**config.mk**
```make
export PLATFORM = sky130hd
export DESIGN_NAME = inst_fetch_unit
export DESIGN_NICKNAME = d
export VERILOG_FILES = /design/src/rtl/inst_fetch_unit.sv
export SDC_FILE = /design/constraint.sdc
export NUM_CORES = 1
export LEC_CHECK = 0
export BUFFER_PORTS_ARGS = -buffer_cell sky130_fd_sc_hd__buf_2
export CAP_MARGIN = 10
export CORE_MARGIN = 2
export CORE_UTILIZATION = 40
export DETAILED_ROUTE_END_ITERATION = 16
export GPL_TIMING_DRIVEN = 0
export PLACE_DENSITY_LB_ADDON = 0.2
export SYNTH_ARGS = -nofsm -noshare
export SYNTH_HDL_FRONTEND = slang
export SYNTH_SLANG_ARGS = --single-unit
```
**constraint.sdc**
```tcl
create_clock -name clk -period 2.2 [get_ports clk]
set_input_delay 0.44 -clock clk [delete_from_list [all_inputs] [get_ports clk]]
set_output_delay 0.44 -clock clk [all_outputs]
set_load 0.01 [all_outputs]
```
**src/rtl/inst_fetch_unit.sv**
```systemverilog
// -----------------------------------------------------------------------------
// inst_fetch_unit
//
// Instruction fetch stage. It owns the PC, drives the instruction memory
// address, and loads the IF/ID pipeline register from the combinational
// memory read data. A small three-state FSM sequences the unit:
//   START : one idle cycle after reset; nothing is committed.
//   RUN   : normal fetch, honouring stall and branch redirects.
//   HALT  : entered when HALT_WORD is fetched; only a branch leaves it.
//
// Optional feature (compile-time macro IF_DELAY_SLOT_EN):
//   defined   - the word fetched in a RUN branch cycle is committed to IF/ID
//               as a delay-slot instruction (a HALT_WORD there becomes a
//               bubble and does not halt).
//   undefined - the word fetched in a branch cycle is squashed (bubble).
//
// Handshake/timing contract: there is no valid/ready flow control on the
// inputs. stall and branch_taken are sampled on every rising edge;
// branch_taken wins over stall. imem_data must be the combinational read of
// imem_addr within the same cycle. ifid_valid qualifies ifid_instr/ifid_pc1
// in the cycle after the edge that loaded them.
//
// Ports:
//   clk            in   1   clock, rising edge
//   rst_n          in   1   asynchronous active-low reset
//   stall          in   1   hazard hold request (ignored in HALT)
//   branch_taken   in   1   redirect request from a later stage
//   branch_target  in  12   redirect PC
//   imem_addr      out 12   instruction memory address (= PC)
//   imem_data      in  19   instruction word at imem_addr
//   ifid_instr     out 19   registered instruction to decode
//   ifid_pc1       out 12   registered PC+1 of ifid_instr
//   ifid_valid     out  1   ifid_instr is a real instruction
//   halted         out  1   registered, high while the FSM is in HALT
//   fetch_count    out 16   instructions delivered with ifid_valid=1 (wraps)
//   state_dbg      out  2   current FSM state encoding, for debug/checkers
// -----------------------------------------------------------------------------
module inst_fetch_unit #(
    parameter logic [11:0] RESET_PC  = 12'd0,
    parameter logic [18:0] NOP_WORD  = 19'd0,
    parameter logic [18:0] HALT_WORD = 19'h7FFFF
) (
    input  logic        clk,
    input  logic        rst_n,
    input  logic        stall,
    input  logic        branch_taken,
    input  logic [11:0] branch_target,
    output logic [11:0] imem_addr,
    input  logic [18:0] imem_data,
    output logic [18:0] ifid_instr,
    output logic [11:0] ifid_pc1,
    output logic        ifid_valid,
    output logic        halted,
    output logic [15:0] fetch_count,
    output logic [1:0]  state_dbg
);

    typedef enum logic [1:0] {
        ST_START = 2'd0,
        ST_RUN   = 2'd1,
        ST_HALT  = 2'd2
    } state_t;

    state_t      state;
    logic [11:0] pc;
    logic [11:0] pc_inc;
    logic        fetch_is_halt;
    logic        slot_commit;

    // 12-bit modulo increment; FFF rolls to 000 with no carry out.
    assign pc_inc        = pc + 12'd1;
    assign fetch_is_halt = (imem_data == HALT_WORD);
    assign imem_addr     = pc;
    assign state_dbg     = state;

    // Whether the word fetched alongside a RUN-state branch is kept.
`ifdef IF_DELAY_SLOT_EN
    assign slot_commit = !fetch_is_halt;
`else
    assign slot_commit = 1'b0;
`endif

    always_ff @(posedge clk or negedge rst_n) begin
        if (!rst_n) begin
            state       <= ST_START;
            pc          <= RESET_PC;
            ifid_instr  <= NOP_WORD;
            ifid_pc1    <= 12'd0;
            ifid_valid  <= 1'b0;
            halted      <= 1'b0;
            fetch_count <= 16'd0;
        end else begin
            case (state)
                ST_START: begin
                    // No fetch is committed here; IF/ID still holds the reset
                    // bubble. A branch arriving now only redirects the PC.
                    state <= ST_RUN;
                    if (branch_taken) begin
                        pc         <= branch_target;
                        ifid_instr <= NOP_WORD;
                        ifid_pc1   <= pc_inc;
                        ifid_valid <= 1'b0;
                    end
                end

                ST_RUN: begin
                    if (branch_taken) begin
                        pc <= branch_target;
                        if (slot_commit) begin
                            ifid_instr  <= imem_data;
                            ifid_pc1    <= pc_inc;
                            ifid_valid  <= 1'b1;
                            fetch_count <= fetch_count + 16'd1;
                        end else begin
                            ifid_instr <= NOP_WORD;
                            ifid_pc1   <= pc_inc;
                            ifid_valid <= 1'b0;
                        end
                    end else if (!stall) begin
                        if (fetch_is_halt) begin
                            // PC stays on the halt word so a later redirect is
                            // the only way forward.
                            ifid_instr <= NOP_WORD;
                            ifid_pc1   <= pc_inc;
                            ifid_valid <= 1'b0;
                            state      <= ST_HALT;
                            halted     <= 1'b1;
                        end else begin
                            ifid_instr  <= imem_data;
                            ifid_pc1    <= pc_inc;
                            ifid_valid  <= 1'b1;
                            pc          <= pc_inc;
                            fetch_count <= fetch_count + 16'd1;
                        end
                    end
                end

                ST_HALT: begin
                    // Stall is irrelevant here; only an older in-flight branch
                    // can restart fetch.
                    if (branch_taken) begin
                        pc         <= branch_target;
                        ifid_instr <= NOP_WORD;
                        ifid_pc1   <= pc_inc;
                        ifid_valid <= 1'b0;
                        state      <= ST_RUN;
                        halted     <= 1'b0;
                    end
                end

                default: begin
                    state  <= ST_START;
                    halted <= 1'b0;
                end
            endcase
        end
    end

endmodule
```
== Yosys cells after proc, flatten, opt, wreduce, memory -nomap -nowiden ==
Cells that the tools add are included.
Widths: inputs -> output; s select.

* Register bits after elaboration: 63
* Bits in latches: 0
* RAM bits: 0
* Bits in read-only memories: 0
* Bits of input ports: 35
* Output and inout port bits: 63
* Logic and storage cells: 59
* Memories kept: 0

* $add $sub $neg: 2
* Multiply operators: 0
* Divide/modulo/power cells: 0
* Magnitude comparators: 0
* Eq/ne operators: 10
* Shift operators: 0
* Muxes and demuxes: 28
* Bitwise logic cells: 4
* Reduce and logical (&&, ||, !) cells: 8

{| class="wikitable"
|+ Operator list
! operator !! number
|-
| $mux 12 || 7
|-
| $mux 19 || 4
|-
| $pmux 12 s2 || 2
|-
| $pmux 19 s2 || 1
|-
| $eq 19x19->1 const B || 1
|-
| $add 16x1->16 const B || 1
|-
| $add 12x1->12 const B || 1
|-
| $reduce_and 4->1 || 3
|-
| $mux 2 || 4
|-
| $ne 2x2->1 const B || 4
|-
| $mux 1 || 7
|-
| $ne 3x3->1 const B || 2
|-
| $pmux 2 s3 || 1
|-
| $reduce_and 5->1 || 1
|-
| $not 1->1 || 4
|-
| $pmux 1 s3 || 1
|-
| $reduce_and 3->1 || 1
|-
| $eq 2x1->1 const B || 1
|-
| $eq 2x2->1 const B || 1
|-
| $logic_not 2->1 || 1
|-
| $ne 2x1->1 const B || 1
|-
| $pmux 1 s2 || 1
|-
| $reduce_bool 2->1 || 1
|-
| $reduce_or 2->1 || 1
|}

== Depth between registers and ports, before layout ==
* Depth in word-level cells: 5
* Mapped depth: 6
* Mapped depth without buffers: 6

== Worst setup path before layout ==
No wires, ideal clock.

* Path type: register -> register
* From: register pc[0], in the netlist imem_addr[0]
* To: register pc[8], in the netlist imem_addr[8]
* Library setup time: 0.126 ns
* Arrival: 1.603 ns
* Data required time: 2.074 ns
* Setup slack: 0.471 ns
* Cell stages (with the launch flop): 7
* Path buffers: 0
* Clock period less this slack: 1.729 ns
* Path through: dfrtp_1 > ha_1 > and3_1 > nand3_1 > or3_1 > o21ai_0 > a21oi_1

* Longest elaborated chain between the ends: 5

{| class="wikitable"
|+ Ends and longest elaborated chain
! what !! line !! source
|-
| from (decl) || 65 || <nowiki>logic [11:0] pc;</nowiki>
|-
| from (signal assigned) || 99 || <nowiki>pc <= branch_target;</nowiki>
|-
| from (signal assigned) || 108 || <nowiki>pc <= branch_target;</nowiki>
|-
| from (signal assigned) || 132 || <nowiki>pc <= pc_inc;</nowiki>
|-
| $add 12x1->12 || 71 || <nowiki>assign pc_inc = pc + 12'd1;</nowiki>
|-
| $mux 12 || 120 || <nowiki>if (fetch_is_halt) begin</nowiki>
|-
| $mux 12 || 119 || <nowiki>end else if (!stall) begin</nowiki>
|-
| $mux 12 || 107 || <nowiki>if (branch_taken) begin</nowiki>
|-
| $pmux 12 s2 || 93 || <nowiki>case (state)</nowiki>
|}

Every way passes these cells. The select of a mux whose other input is x is not followed.
A chain may end at the register's enable or synchronous reset.

== Final worst setup path ==
Ends and elaborated chain as after synthesis.

==> results.md <==
- Non-Filler Instances: around 490
- Design Area, Final: ~0.0038 sq mm
- Io pins: 98
- Critical Path Source Type: register
- Die area: roughly 0.008 sq mm
- Register area share after synthesis: 0.5380
- Clk root buf: clkbuf_8
- Routed Antenna Nets: 0
- GRT Residual Overflow: 0
- FP Rows: 31
- Final wirelength: approximately 7000 um
- Initial antenna violation count: 0
- Post-CTS setup repair buffer count: 0
- Worst path bufs/invs: 0
- Post-route DRC violation count: 0
- P per Cell Area: 867.0 mW/mm^2
- Async SR Flop Fraction: 1.000
- CTS tree: built
- Layout Nets: roughly 420
- Syn Area/Cell: approximately 11 sq um
- CTS resizes: 0
- Largest stage delay on the critical path: approximately 0.45 ns
- Final Hold Viols: 0
- Reg-to-Reg Start: imem_addr[0]
- Maximum VDD drop: ~0.40 mV
- Starting Density: 0.4084
- CP Data Required Time: between 2 and 2.5 ns
- Cells after synthesis: 277
- Post-DP HPWL: between 5000 and 6000 um
- Setup violators final: 0
- Leakage: about 1.8 nW
- Diodes inserted: 0
- Worst Tran Pin Value: 0.7950 ns
- CTS max path bufs: 2
- Pwr Total: roughly 3.3 mW
- Final period util: 0.8804
- Reg2Reg Depth: 6
- Crit Reg-Reg Endpoint: imem_addr[8]
- Via count: around 2.4k
- Slew Viols, Final: 0
- CTS clk-pin slew, worst paths: about 0.070 ns
- Num CTS Buffers: 9
- Dpl cells: approximately 470
- GRT Resource Usage Total: 0.1857
- FILL cells: slightly below 700
- Post-Synthesis Net Count: roughly 310
- Core Area: 0.007176 sq mm
- Worst EP arrival: 2.15 ns
- Routed len/inst: 14.33 um
- Htree depth: 3
- Die W: 89.59 um
- Setup WS post-layout: between 0.2 and 0.3 ns
- Post-layout min period: between 1.5 and 2 ns
- Number of max-cap violations: 0
- CP max-delay cell: dfrtp_1
- Main synth FF type: dfrtp_1
- Rel. slew slack: 0.4700
- FMAX: about 520 MHz
- Cell Area, Placed: ~0.0035 sq mm
- Pre-CTS WS: 0.1210 ns
- Hold Buf Count CTS: 0
- EDFF count, synth: 0
- CP top delay family: simple AND/OR/NAND/NOR gates
- Flops & latches, synth: 63
- Worst-path fanout max: 6
- Ratio of cells with drive above 1 in the final layout: 0.3410
- DRT Pass-1 Iters: 4
- Unique cell type count in the Yosys netlist: 41
- Setup TNS: 0 ns
- RSZ-0062 raised after global routing: false
- CP endpoint kind: register
- Vias/cell: roughly 5.0
- Final Wtd Congestion: ~0.85
- Global-route wire length before repair: between 10,000 and 15,000 um
- Height of the die: around 90 um
- Status: complete, no violations
- R2R Setup Slk: about 0.26 ns
- Synth Warn #: 0
- Cell Area, Synth: just under 0.003 sq mm
- Fin util: 0.5245
- Hold_ws: just under 0.2 ns
- Critical-path cell list: ha_1 > and3_1 > nand3_1 > or3_1 > o21ai_0 > a21oi_1
- Number of global-route vias before repair: 2,360
- 1st-iter DRT viols: between 100 and 150
- Crit Path Class: reg -> reg
- I/O Buffers: 97
- HP Class: in -> async
- Worst Clk Skew: around 0.012 ns
- CTS sink count: 63
- Area growth, synth to finish: 28.44%
- Largest net degree at the start of global routing: 64
- Clock latency at the later pin of the worst-skew pair: between 0.3 and 0.4 ns
[kinds of logic (layout without fill, tap and decap cells)]
| group | after synthesis | in the layout | synth area share |
|---|---|---|---|
| buffers and inverters | 17 | 130 | 0.02434 |
| adder cells (fa/ha/maj) | 2 | 2 | 0.008538 |
| XOR/XNOR | 25 | 25 | 0.07472 |
| multiplexers | 4 | 4 | 0.01494 |
| AND/OR/NAND/NOR | 95 | 95 | 0.1729 |
| flip-flops | 63 | 63 | 0.5380 |
| AO/OA/AOI/OAI | 71 | 71 | 0.1665 |
[how the worst max path moves through the flow]
stage / from / to / slack [ns] / cells after the start
after CTS: imem_addr[0] / imem_addr[8] / 0.26 / 6
after global placement: imem_data[11] / imem_addr[5] / 0.13 / 7
after floorplan: imem_addr[0] / imem_addr[8] / 0.47 / 6
after global routing: imem_addr[0] / imem_addr[8] / 0.09 / 6
after detailed placement: imem_data[11] / imem_addr[5] / 0.12 / 7
final: imem_addr[0] / imem_addr[8] / 0.26 / 6
[registers in the layout (all words and copies together), names as in the netlist]
signal / flops
state_dbg: 2
halted: 1
fetch_count: 16
ifid_pc1: 12
ifid_instr: 19
imem_addr: 12
ifid_valid: 1
[metal layers]
metal | global-route usage | part of all wire
met3 | 0.04296 | 0.053
met4 | 0.08548 | 0.020
met2 | 0.2714 | 0.44
met1 | 0.2620 | 0.49
met5 | 0 | 0
[Yosys cell counts (3+ instances only)]
library cell   n  area share
nand2_1       30       0.038
and3_1         5       0.011
xor2_1         9       0.027
clkbuf_1       8       0.010
o21ai_0       20       0.034
a21o_1         3      0.0077
a22o_1        19       0.057
a21oi_1       14       0.024
nor2_1        16       0.020
xnor2_1       16       0.048
nand2b_1       3      0.0064
dfrtp_1       63        0.54
inv_1          3      0.0038
nand3_1       11       0.019
nand4_1       14       0.030
buf_2          6       0.010
mux2_2         3       0.012
nor3_1         3      0.0051
[final cells by class]
type | count | area [sq um] | area share
Buffer | 14 | 60.06 | 0.01596
Clock buffer | 9 | 123.9 | 0.03291
Clock inverter | 7 | 97.59 | 0.02593
Inverter | 3 | 11.26 | 0.002992
Multi-Input combinational cell | 197 | 1282 | 0.3408
Sequential cell | 63 | 1577 | 0.4189
Tap cell | 99 | 123.9 | 0.03291
Timing Repair Buffer | 97 | 488.0 | 0.1297
[cell usage in the layout, fill, tap and decap left out, drive strengths merged, types with 3 or more instances in the layout]
cell type	n
and3	5
a31oi	3
mux2	3
a21o	3
inv	3
o21ai	23
nor4	3
a211oi	3
nor3	5
dfrtp	63
buf	103
nand4	15
a21oi	15
nor2	16
xor2	9
nand2b	3
xnor2	16
clkbuf	17
nand2	30
nand3	11
a22o	19
clkinv	3
[power breakdown]
part,internal [mW],switching [mW]
clock network,0.639,0.468
logic,0.299,0.368
registers,1.32,0.172
No activity file was read; power rests on OpenSTA's default activity.
